--- config.mk ---
export PLATFORM = sky130hd
export DESIGN_NAME = perf_monitor_unit
export DESIGN_NICKNAME = d
export VERILOG_FILES = /design/src/rtl/perf_monitor_unit.sv
export SDC_FILE = /design/constraint.sdc
export NUM_CORES = 1
export LEC_CHECK = 0
export CAP_MARGIN = 10
export CORE_MARGIN = 10
export CORE_UTILIZATION = 52
export CTS_BUF_LIST = sky130_fd_sc_hd__clkbuf_8
export CTS_CLUSTER_DIAMETER = 200
export DETAILED_ROUTE_END_ITERATION = 10
export GPL_TIMING_DRIVEN = 0
export PLACE_DENSITY = 0.83
export SLEW_MARGIN = 20
export SYNTH_ARGS = -nofsm -noshare
export SYNTH_HDL_FRONTEND = slang
export SYNTH_SLANG_ARGS = --single-unit
--- constraint.sdc ---
create_clock -name clk -period 6.4 [get_ports clk]
set_clock_uncertainty 0.15 [all_clocks]
set_input_delay 0.64 -clock clk [delete_from_list [all_inputs] [get_ports clk]]
set_output_delay 0.64 -clock clk [all_outputs]
set_load 0.02 [all_outputs]
--- src/rtl/perf_monitor_unit.sv ---
// Pipeline performance monitor: counts cycles, fetched instructions, stall
// cycles and commits for one program run, and stops on the terminal
// instruction, an instruction target, or a cycle timeout.
//
// state | meaning
// ------+--------------------------------------------------------------
// IDLE  | waiting for start; counters hold (zero after reset/clear)
// RUN   | counting on every clock edge
// DONE  | run finished; counters frozen, done_reason valid
module perf_monitor_unit #(
    parameter int unsigned CNT_W     = 32,
    parameter logic [31:0] TERM_INST = 32'hA800FFFF
) (
    input  logic             clk,
    input  logic             rst,
    input  logic             start,
    input  logic             clear,
    input  logic [CNT_W-1:0] target_instrs,
    input  logic [CNT_W-1:0] max_cycles,
    input  logic             forwarding_EN,
    input  logic             hazard_detected,
    input  logic [31:0]      PC_IF,
    input  logic [31:0]      inst_IF,
    input  logic             WB_EN_WB,
    output logic [CNT_W-1:0] cycles,
    output logic [CNT_W-1:0] instrs,
    output logic [CNT_W-1:0] stalls,
    output logic [CNT_W-1:0] commits,
    output logic             running,
    output logic             done,
    output logic [1:0]       done_reason,
    output logic             fwd_mode,
    output logic             sat
);

    typedef enum logic [1:0] {
        IDLE = 2'b00,
        RUN  = 2'b01,
        DONE = 2'b10
    } state_t;

    localparam logic [1:0] R_NONE    = 2'b00;
    localparam logic [1:0] R_TERM    = 2'b01;
    localparam logic [1:0] R_TARGET  = 2'b10;
    localparam logic [1:0] R_TIMEOUT = 2'b11;

    state_t state, state_nxt;

    logic [CNT_W-1:0] cycles_nxt, instrs_nxt, stalls_nxt, commits_nxt;
    logic [31:0]      prev_pc, prev_pc_nxt;
    logic             prev_pc_valid, prev_pc_valid_nxt;
    logic [1:0]       reason_nxt;
    logic             fwd_nxt, sat_nxt;

    logic             fetch;
    logic [1:0]       term_reason;
    logic [CNT_W:0]   cyc_r, ins_r, stl_r, com_r;

    // Saturating increment; the top bit flags an increment blocked at all-ones.
    function automatic logic [CNT_W:0] sat_inc(input logic [CNT_W-1:0] v,
                                               input logic             en);
        logic [CNT_W:0] r;
        r = {1'b0, v};
        if (en) begin
            if (&v) r[CNT_W] = 1'b1;
            else    r[CNT_W-1:0] = v + CNT_W'(1);
        end
        return r;
    endfunction

    // State register.
    always_ff @(posedge clk or posedge rst) begin
        if (rst) state <= IDLE;
        else     state <= state_nxt;
    end

    // Next-state and next-counter logic: clear beats start beats RUN update.
    always_comb begin
        state_nxt         = state;
        cycles_nxt        = cycles;
        instrs_nxt        = instrs;
        stalls_nxt        = stalls;
        commits_nxt       = commits;
        prev_pc_nxt       = prev_pc;
        prev_pc_valid_nxt = prev_pc_valid;
        reason_nxt        = done_reason;
        fwd_nxt           = fwd_mode;
        sat_nxt           = sat;
        fetch             = 1'b0;
        term_reason       = R_NONE;
        cyc_r             = '0;
        ins_r             = '0;
        stl_r             = '0;
        com_r             = '0;

        if (clear) begin
            state_nxt         = IDLE;
            cycles_nxt        = '0;
            instrs_nxt        = '0;
            stalls_nxt        = '0;
            commits_nxt       = '0;
            prev_pc_nxt       = '0;
            prev_pc_valid_nxt = 1'b0;
            reason_nxt        = R_NONE;
            fwd_nxt           = 1'b0;
            sat_nxt           = 1'b0;
        end else if (start) begin
            state_nxt         = RUN;
            cycles_nxt        = '0;
            instrs_nxt        = '0;
            stalls_nxt        = '0;
            commits_nxt       = '0;
            prev_pc_nxt       = '0;
            prev_pc_valid_nxt = 1'b0;
            reason_nxt        = R_NONE;
            fwd_nxt           = forwarding_EN;
            sat_nxt           = 1'b0;
        end else if (state == RUN) begin
            // A new fetch is a PC change while IF is not frozen; the first
            // unfrozen cycle of a run always counts as a fetch. Zero
            // instructions are bubbles: they move prev_pc but are not counted.
            if (!hazard_detected) begin
                if (!prev_pc_valid) begin
                    prev_pc_nxt       = PC_IF;
                    prev_pc_valid_nxt = 1'b1;
                    fetch             = (inst_IF != 32'd0);
                end else if (PC_IF != prev_pc) begin
                    prev_pc_nxt = PC_IF;
                    fetch       = (inst_IF != 32'd0);
                end
            end

            cyc_r = sat_inc(cycles,  1'b1);
            ins_r = sat_inc(instrs,  fetch);
            stl_r = sat_inc(stalls,  hazard_detected);
            com_r = sat_inc(commits, WB_EN_WB);

            cycles_nxt  = cyc_r[CNT_W-1:0];
            instrs_nxt  = ins_r[CNT_W-1:0];
            stalls_nxt  = stl_r[CNT_W-1:0];
            commits_nxt = com_r[CNT_W-1:0];
            sat_nxt     = sat | cyc_r[CNT_W] | ins_r[CNT_W]
                              | stl_r[CNT_W] | com_r[CNT_W];

            // Stop conditions use this edge's post-increment counts.
            if (target_instrs == '0 && inst_IF == TERM_INST)
                term_reason = R_TERM;
            else if (target_instrs != '0 && instrs_nxt >= target_instrs)
                term_reason = R_TARGET;
            else if (max_cycles != '0 && cycles_nxt >= max_cycles)
                term_reason = R_TIMEOUT;

            if (term_reason != R_NONE) begin
                state_nxt  = DONE;
                reason_nxt = term_reason;
            end
        end
    end

    // Counter and status registers.
    always_ff @(posedge clk or posedge rst) begin
        if (rst) begin
            cycles        <= '0;
            instrs        <= '0;
            stalls        <= '0;
            commits       <= '0;
            prev_pc       <= '0;
            prev_pc_valid <= 1'b0;
            done_reason   <= R_NONE;
            fwd_mode      <= 1'b0;
            sat           <= 1'b0;
        end else begin
            cycles        <= cycles_nxt;
            instrs        <= instrs_nxt;
            stalls        <= stalls_nxt;
            commits       <= commits_nxt;
            prev_pc       <= prev_pc_nxt;
            prev_pc_valid <= prev_pc_valid_nxt;
            done_reason   <= reason_nxt;
            fwd_mode      <= fwd_nxt;
            sat           <= sat_nxt;
        end
    end

    assign running = (state == RUN);
    assign done    = (state == DONE);

endmodule

# After elaboration in Yosys (flattened, before gate mapping)
# Index checks and enable logic that the tools add are counted.
[word_totals] ff_bits=167 in_bits=135 out_inout_bits=134
[classes] n_addsub=4 n_lt_le_gt_ge=2 n_eq_ne=8 muxes=70 bitwise=4 n_reduce_logical=22
[ops] op="32-bit 2-to-1 mux" count=22
[ops] op="33-bit 2-to-1 mux" count=15
[ops] op="32-bit by 1-bit adder with 32-bit output (second input constant)" count=4
[ops] op="32-bit AND reduction" count=4
[ops] op="32-bit nonzero test" count=3
[ops] op="32-bit greater-or-equal comparator" count=2
[ops] op="32-bit equality test (second input constant)" count=1
[ops] op="32-bit logical NOT" count=1
[ops] op="32-bit inequality test" count=1
[ops] op="2-bit 2-to-1 mux" count=14
[ops] op="1-bit 2-to-1 mux" count=19
[ops] op="3-bit nonzero test" count=4
[ops] op="3-bit inequality test (second input constant)" count=3
[ops] op="3-bit AND reduction" count=3
[ops] op="4-bit by 3-bit inequality test with 1-bit output (second input constant)" count=1
[ops] op="1-bit bitwise OR" count=4
[ops] op="2-bit AND reduction" count=2
[ops] op="2-bit nonzero test" count=2
[ops] op="1-bit logical AND" count=3
[ops] op="2-bit by 1-bit equality test with 1-bit output (second input constant)" count=1
[ops] op="2-bit equality test (second input constant)" count=1

# Depth between registers and ports, before layout
[depth] word_depth=23 depth_mapped=18

# Least setup slack after synthesis
# OpenSTA, ideal clock, no wires.
[synth_path] path_kind="register to register" startpoint="reg instrs[0]" endpoint="reg done_reason[1]" arrival_time_ns=3.901 required_ns=6.131 path_slack_ns=2.229 stages_incl_launch_ff=18 period_less_slack_ns=4.171 path_cell_list="dfrtp_1 -> ha_1 -> nand3_1 -> nor4_4 -> nand4_1 -> nor3b_1 -> nand2_1 -> buf_2 -> buf_2 -> xor2_1 -> ha_1 -> nand2b_1 -> a2111o_1 -> a31oi_1 -> o211ai_1 -> a211oi_1 -> a21oi_1 -> o21ba_2"
[synth_via] elab_chain_cells=17 elab_cells_between_ends=21 cone_classes="add/sub (1); order compare (1); mux (14); reduce/logical (5)"
[synth_rtl] element="start: declaration" line="26" source="output logic [CNT_W-1:0] instrs,"
[synth_rtl] element="start signal: assignment" line="174" source="instrs <= instrs_nxt;"
[synth_rtl] element="32-bit by 1-bit adder with 32-bit output or 32-bit AND reduction (tied branches)" line="66, 65"
[synth_rtl] element="32-bit 2-to-1 mux" line="65" source="if (&v) r[CNT_W] = 1'b1;"
[synth_rtl] element="33-bit 2-to-1 mux (*)" line="64" source="if (en) begin"
[synth_rtl] element="33-bit 2-to-1 mux (*)" line="118" source="end else if (state == RUN) begin"
[synth_rtl] element="33-bit 2-to-1 mux (*)" line="107" source="end else if (start) begin"
[synth_rtl] element="33-bit 2-to-1 mux (*)" line="96" source="if (clear) begin"
[synth_rtl] element="32-bit greater-or-equal comparator (*)" line="148" source="else if (target_instrs != '0 && instrs_nxt >= target_instrs)"
[synth_rtl] element="1-bit logical AND (*)" line="148"
[synth_rtl] element="2-bit 2-to-1 mux (*)" line="148"
[synth_rtl] element="2-bit 2-to-1 mux (*)" line="146" source="if (target_instrs == '0 && inst_IF == TERM_INST)"
[synth_rtl] element="2-bit 2-to-1 mux (*)" line="118"
[synth_rtl] element="2-bit 2-to-1 mux (*)" line="107"
[synth_rtl] element="2-bit 2-to-1 mux (*)" line="96"
[synth_rtl] element="2-bit 2-to-1 mux" line="153" source="if (term_reason != R_NONE) begin"
[synth_rtl] element="2-bit 2-to-1 mux" line="118"
[synth_rtl] element="2-bit 2-to-1 mux" line="107"
[synth_rtl] element="2-bit 2-to-1 mux" line="96"
[synth_rtl] element="end signal: assignment" line="179" source="done_reason <= reason_nxt;"
[synth_rtl] element="end: declaration" line="31" source="output logic [1:0] done_reason,"
# Mark *: on every way between the ends. The rest lies on a longest branch, timed or not. The select of a mux whose other input is x is not followed.
# A chain may end at the register's enable or synchronous reset.

# Worst setup path after layout
[layout_path] startpoint="in inst_IF[16]" endpoint="reg state[1]"
[layout_via] elab_chain_cells=21 elab_cells_between_ends=23 cone_classes="order compare (1); eq/ne (1); mux (15); reduce/logical (6)"
[layout_rtl] element="start: declaration" line="23" source="input logic [31:0] inst_IF,"
[layout_rtl] element="32-bit nonzero test" line="126, 129"
[layout_rtl] element="1-bit 2-to-1 mux" line="127" source="end else if (PC_IF != prev_pc) begin"
[layout_rtl] element="1-bit 2-to-1 mux" line="123" source="if (!prev_pc_valid) begin"
[layout_rtl] element="1-bit 2-to-1 mux" line="122" source="if (!hazard_detected) begin"
[layout_rtl] element="1-bit 2-to-1 mux" line="118"
[layout_rtl] element="1-bit 2-to-1 mux" line="107"
[layout_rtl] element="1-bit 2-to-1 mux" line="96"
[layout_rtl] element="33-bit 2-to-1 mux" line="64"
[layout_rtl] element="[5 not listed]"
[layout_rtl] element="2-bit 2-to-1 mux" line="148"
[layout_rtl] element="2-bit 2-to-1 mux (*)" line="146"
[layout_rtl] element="2-bit 2-to-1 mux (*)" line="118"
[layout_rtl] element="2-bit 2-to-1 mux (*)" line="107"
[layout_rtl] element="2-bit 2-to-1 mux (*)" line="96"
[layout_rtl] element="2-bit nonzero test (*)" line="153"
[layout_rtl] element="3-bit nonzero test (no source line) (*)"
[layout_rtl] element="2-bit AND reduction (no source line) (*)"
[layout_rtl] element="end signal: assignment" line="74" source="else state <= state_nxt;"
[layout_rtl] element="end: declaration" line="47" source="state_t state, state_nxt;"
# Marks and branches as above.

==> flow_summary.yaml <==
status:
  status: "complete, no violations"
sta:
  rsz0062_at_grt: "no"
  fmax_mhz: 189.5
  worst_slew_pin_slew_ps: 941.6
  final.min_clock_period_ps: 5278
  finalSetupViolations: 0
  hold_viol: 0
  finalMaxSlewViolations: 0
  slew_headroom: 0.3665
  post-route-period-util: 0.8246
  finalSetupTns_ps: 0
  hold_slack_ps: 363.5
die:
  rows: 54
  die_y_um: 168.8
  io_pins: 269
  start_util: 0.5272
  die_area_um2: 28480
  die_w_um: 168.8
  core_um2: 21820
synthesis:
  syn_avg_cell_area_um2: 8.529
  synth_edf_count: 0
  ys_seq_area_frac: 0.3632
  syn_nets: 1552
  synthesis.area_um2: 11510
  synth-seq-cells: 167
  synth.most_common_cell: "nor2_1"
  synth_top_area_frac: 0.3632
  synth_common_cells: "188 x nor2_1, 167 x dfrtp_1, 104 x nand2_1"
  synth_area_leaders: "dfrtp_1 36%, ha_1 7.4%, xnor2_1 6.8%"
  synth_top_flop_cell: "dfrtp_1"
  synth_area_leader_cell: "dfrtp_1"
  async_flop_share: 1.000
  yosysUniqueCellTypes: 61
  synth_warnings: 0
  synth_cells: 1349
clock_network:
  postCtsHoldBufs: 0
  cts_buffers: 17
  cts.htree.levels: 4
  clk_path_buf_depth: 2
  cts_tree: "yes"
  worstSkewPairLatency_ps: 480
  postCtsSetupBuffers: 0
  root_buffer: "clkbuf_8"
  cts-resized-gates: 0
  cts.clk_slew.worst_paths_ps: 100
  cts_sinks: 167
cells_and_area:
  stdcell_count: 1928
  num-fill-cells: 1768
  final_nets: 1838
  diodes: 0
  fin_util: 0.6854
  drive_gt1_frac: 0.03519
  synthToLayoutAreaGrowth_pct: 30.00
critical_path:
  required_ps: 6610
  start_kind: "primary input"
  crit_type: "in -> reg"
  worstPathArrival_ps: 5490
  crit_path_max_fanout: 10
  end_kind: "flop"
global_route:
  grtUsageTotal: 0.2505
  grt_start_max_net_pins: 91
  grt_pass1_wl_um: 58970
  first_global_vias: 11100
  antenna_found_initial: 0
  globalRouteOverflowTotal: 0
drt:
  routed_via_density: 5.799
  firstDrtPassIters: 7
  ant_nets: 0
  routed_wirelength_um: 36580
  drc: 0
  vias: 11180
  drt_iter0_markers: 955
  post_drt_wl_per_cell_um: 18.97
power_and_ir_drop:
  vdd_drop_max_v: 0.0001137
  power-per-cell-area_nw_per_um2: 141.8
  power_mw: 2.121
  p_leak_nw: 6.422
place:
  gp_congestion: 0.9448
  port_buffers: 266
  dp.cells: 1896
  dp_hpwl_um: 28530
flow_run:
  drv_cap: 0
worst_hold_path:
  hold_path_class: "reg -> reg"
cell type report:
| cell class | instances | area [µm²] | share of cell area |
|---|---|---|---|
| buffer | 46 | 181.4 | 0.01213 |
| sequential | 167 | 4179 | 0.2794 |
| inverter | 79 | 304.0 | 0.02033 |
| clock inverter | 15 | 163.9 | 0.01096 |
| clock buffer | 17 | 234.0 | 0.01564 |
| tap | 280 | 350.3 | 0.02342 |
| multi-input combinational | 1057 | 6855 | 0.4583 |
| timing repair buffer | 267 | 2690 | 0.1798 |
state kept, by name (all words and copies together), names as in the netlist:
name	flops
instrs	32
fwd_mode	1
cycles	32
commits	32
prev_pc_valid	1
sat	1
prev_pc	32
state	2
done_reason	2
stalls	32
worst max-delay path, cell delays in order:
cell and delay, ps:
clkdlybuf4s50_1 440, nor4_1 310, nand4_1 190, nor3_1 740
nor3b_1 190, nand2_1 210, buf_2 250, buf_2 270
xor2_1 310, ha_1 300, nand2b_1 140, a2111o_1 400
a31oi_1 170, o211ai_1 160, a211oi_1 400, a31oi_1 160
o21a_1 190
cell families (layout without fill, tap and decap cells):
kind of cell	after synthesis	count (layout)	synth area share
buffers and inverters	125	424	0.04154
AND/OR/NAND/NOR	633	633	0.2799
adder cells (fa/ha/maj)	68	68	0.07395
flip-flops	167	167	0.3632
AO/OA/AOI/OAI	141	141	0.07275
XOR/XNOR	176	176	0.1346
multiplexers	39	39	0.03404
power breakdown:
group | internal, mW | switching [mW]
sequential | 1.06 | 0.00690
clock | 0.294 | 0.471
combinational | 0.131 | 0.156
worst paths after layout:
path | from | end | slack, ps | cells past startpoint
worst max-delay path | inst_IF[16] | state[1] | 1120 | 17
worst min-delay path | done_reason[1] | done_reason[1] | 360 | 1
worst max register to register | instrs[0] | state[1] | 1230 | 17
worst min register to register | done_reason[1] | done_reason[1] | 360 | 1
max in group asynchronous | rst | instrs[7] | 4780 | 3
min in group asynchronous | rst | stalls[11] | 490 | 2
metrics by stage:
stage	instance area (µm²)	worst slack, ps
after global placement	14520	-1220
after global routing	14960	867.6
after floorplan	11510	1092
after CTS	14950	1176
after detailed placement	14550	705.9
final	14960	1122
layout by cell type, fill, tap and decap left out, drive strengths merged, types with 6 or more instances in the layout:
master / count
buf: 11
nor3: 45
nand4: 69
o21ai: 39
and4: 17
ha: 68
a31oi: 6
nand2b: 9
or4: 7
xor2: 86
a211oi: 6
nand2: 104
dfrtp: 167
clkbuf: 53
inv: 87
nor4: 42
mux2i: 38
clkdlybuf4s50: 266
and3: 24
and2: 6
nand3: 63
or3: 39
xnor2: 90
nor2: 189
a21oi: 57
per-layer routing:
layer  routed length, µm  vias up  share of wire  GRT usage
met2               17260      473           0.47     0.4103
li1                    -     5324              -          -
met4                 698        0          0.019    0.06813
met3                3235       45          0.088    0.06346
met1               15390     5339           0.42     0.3212
met5                   0        -              0          0
(Power assumes the default switching activity.)
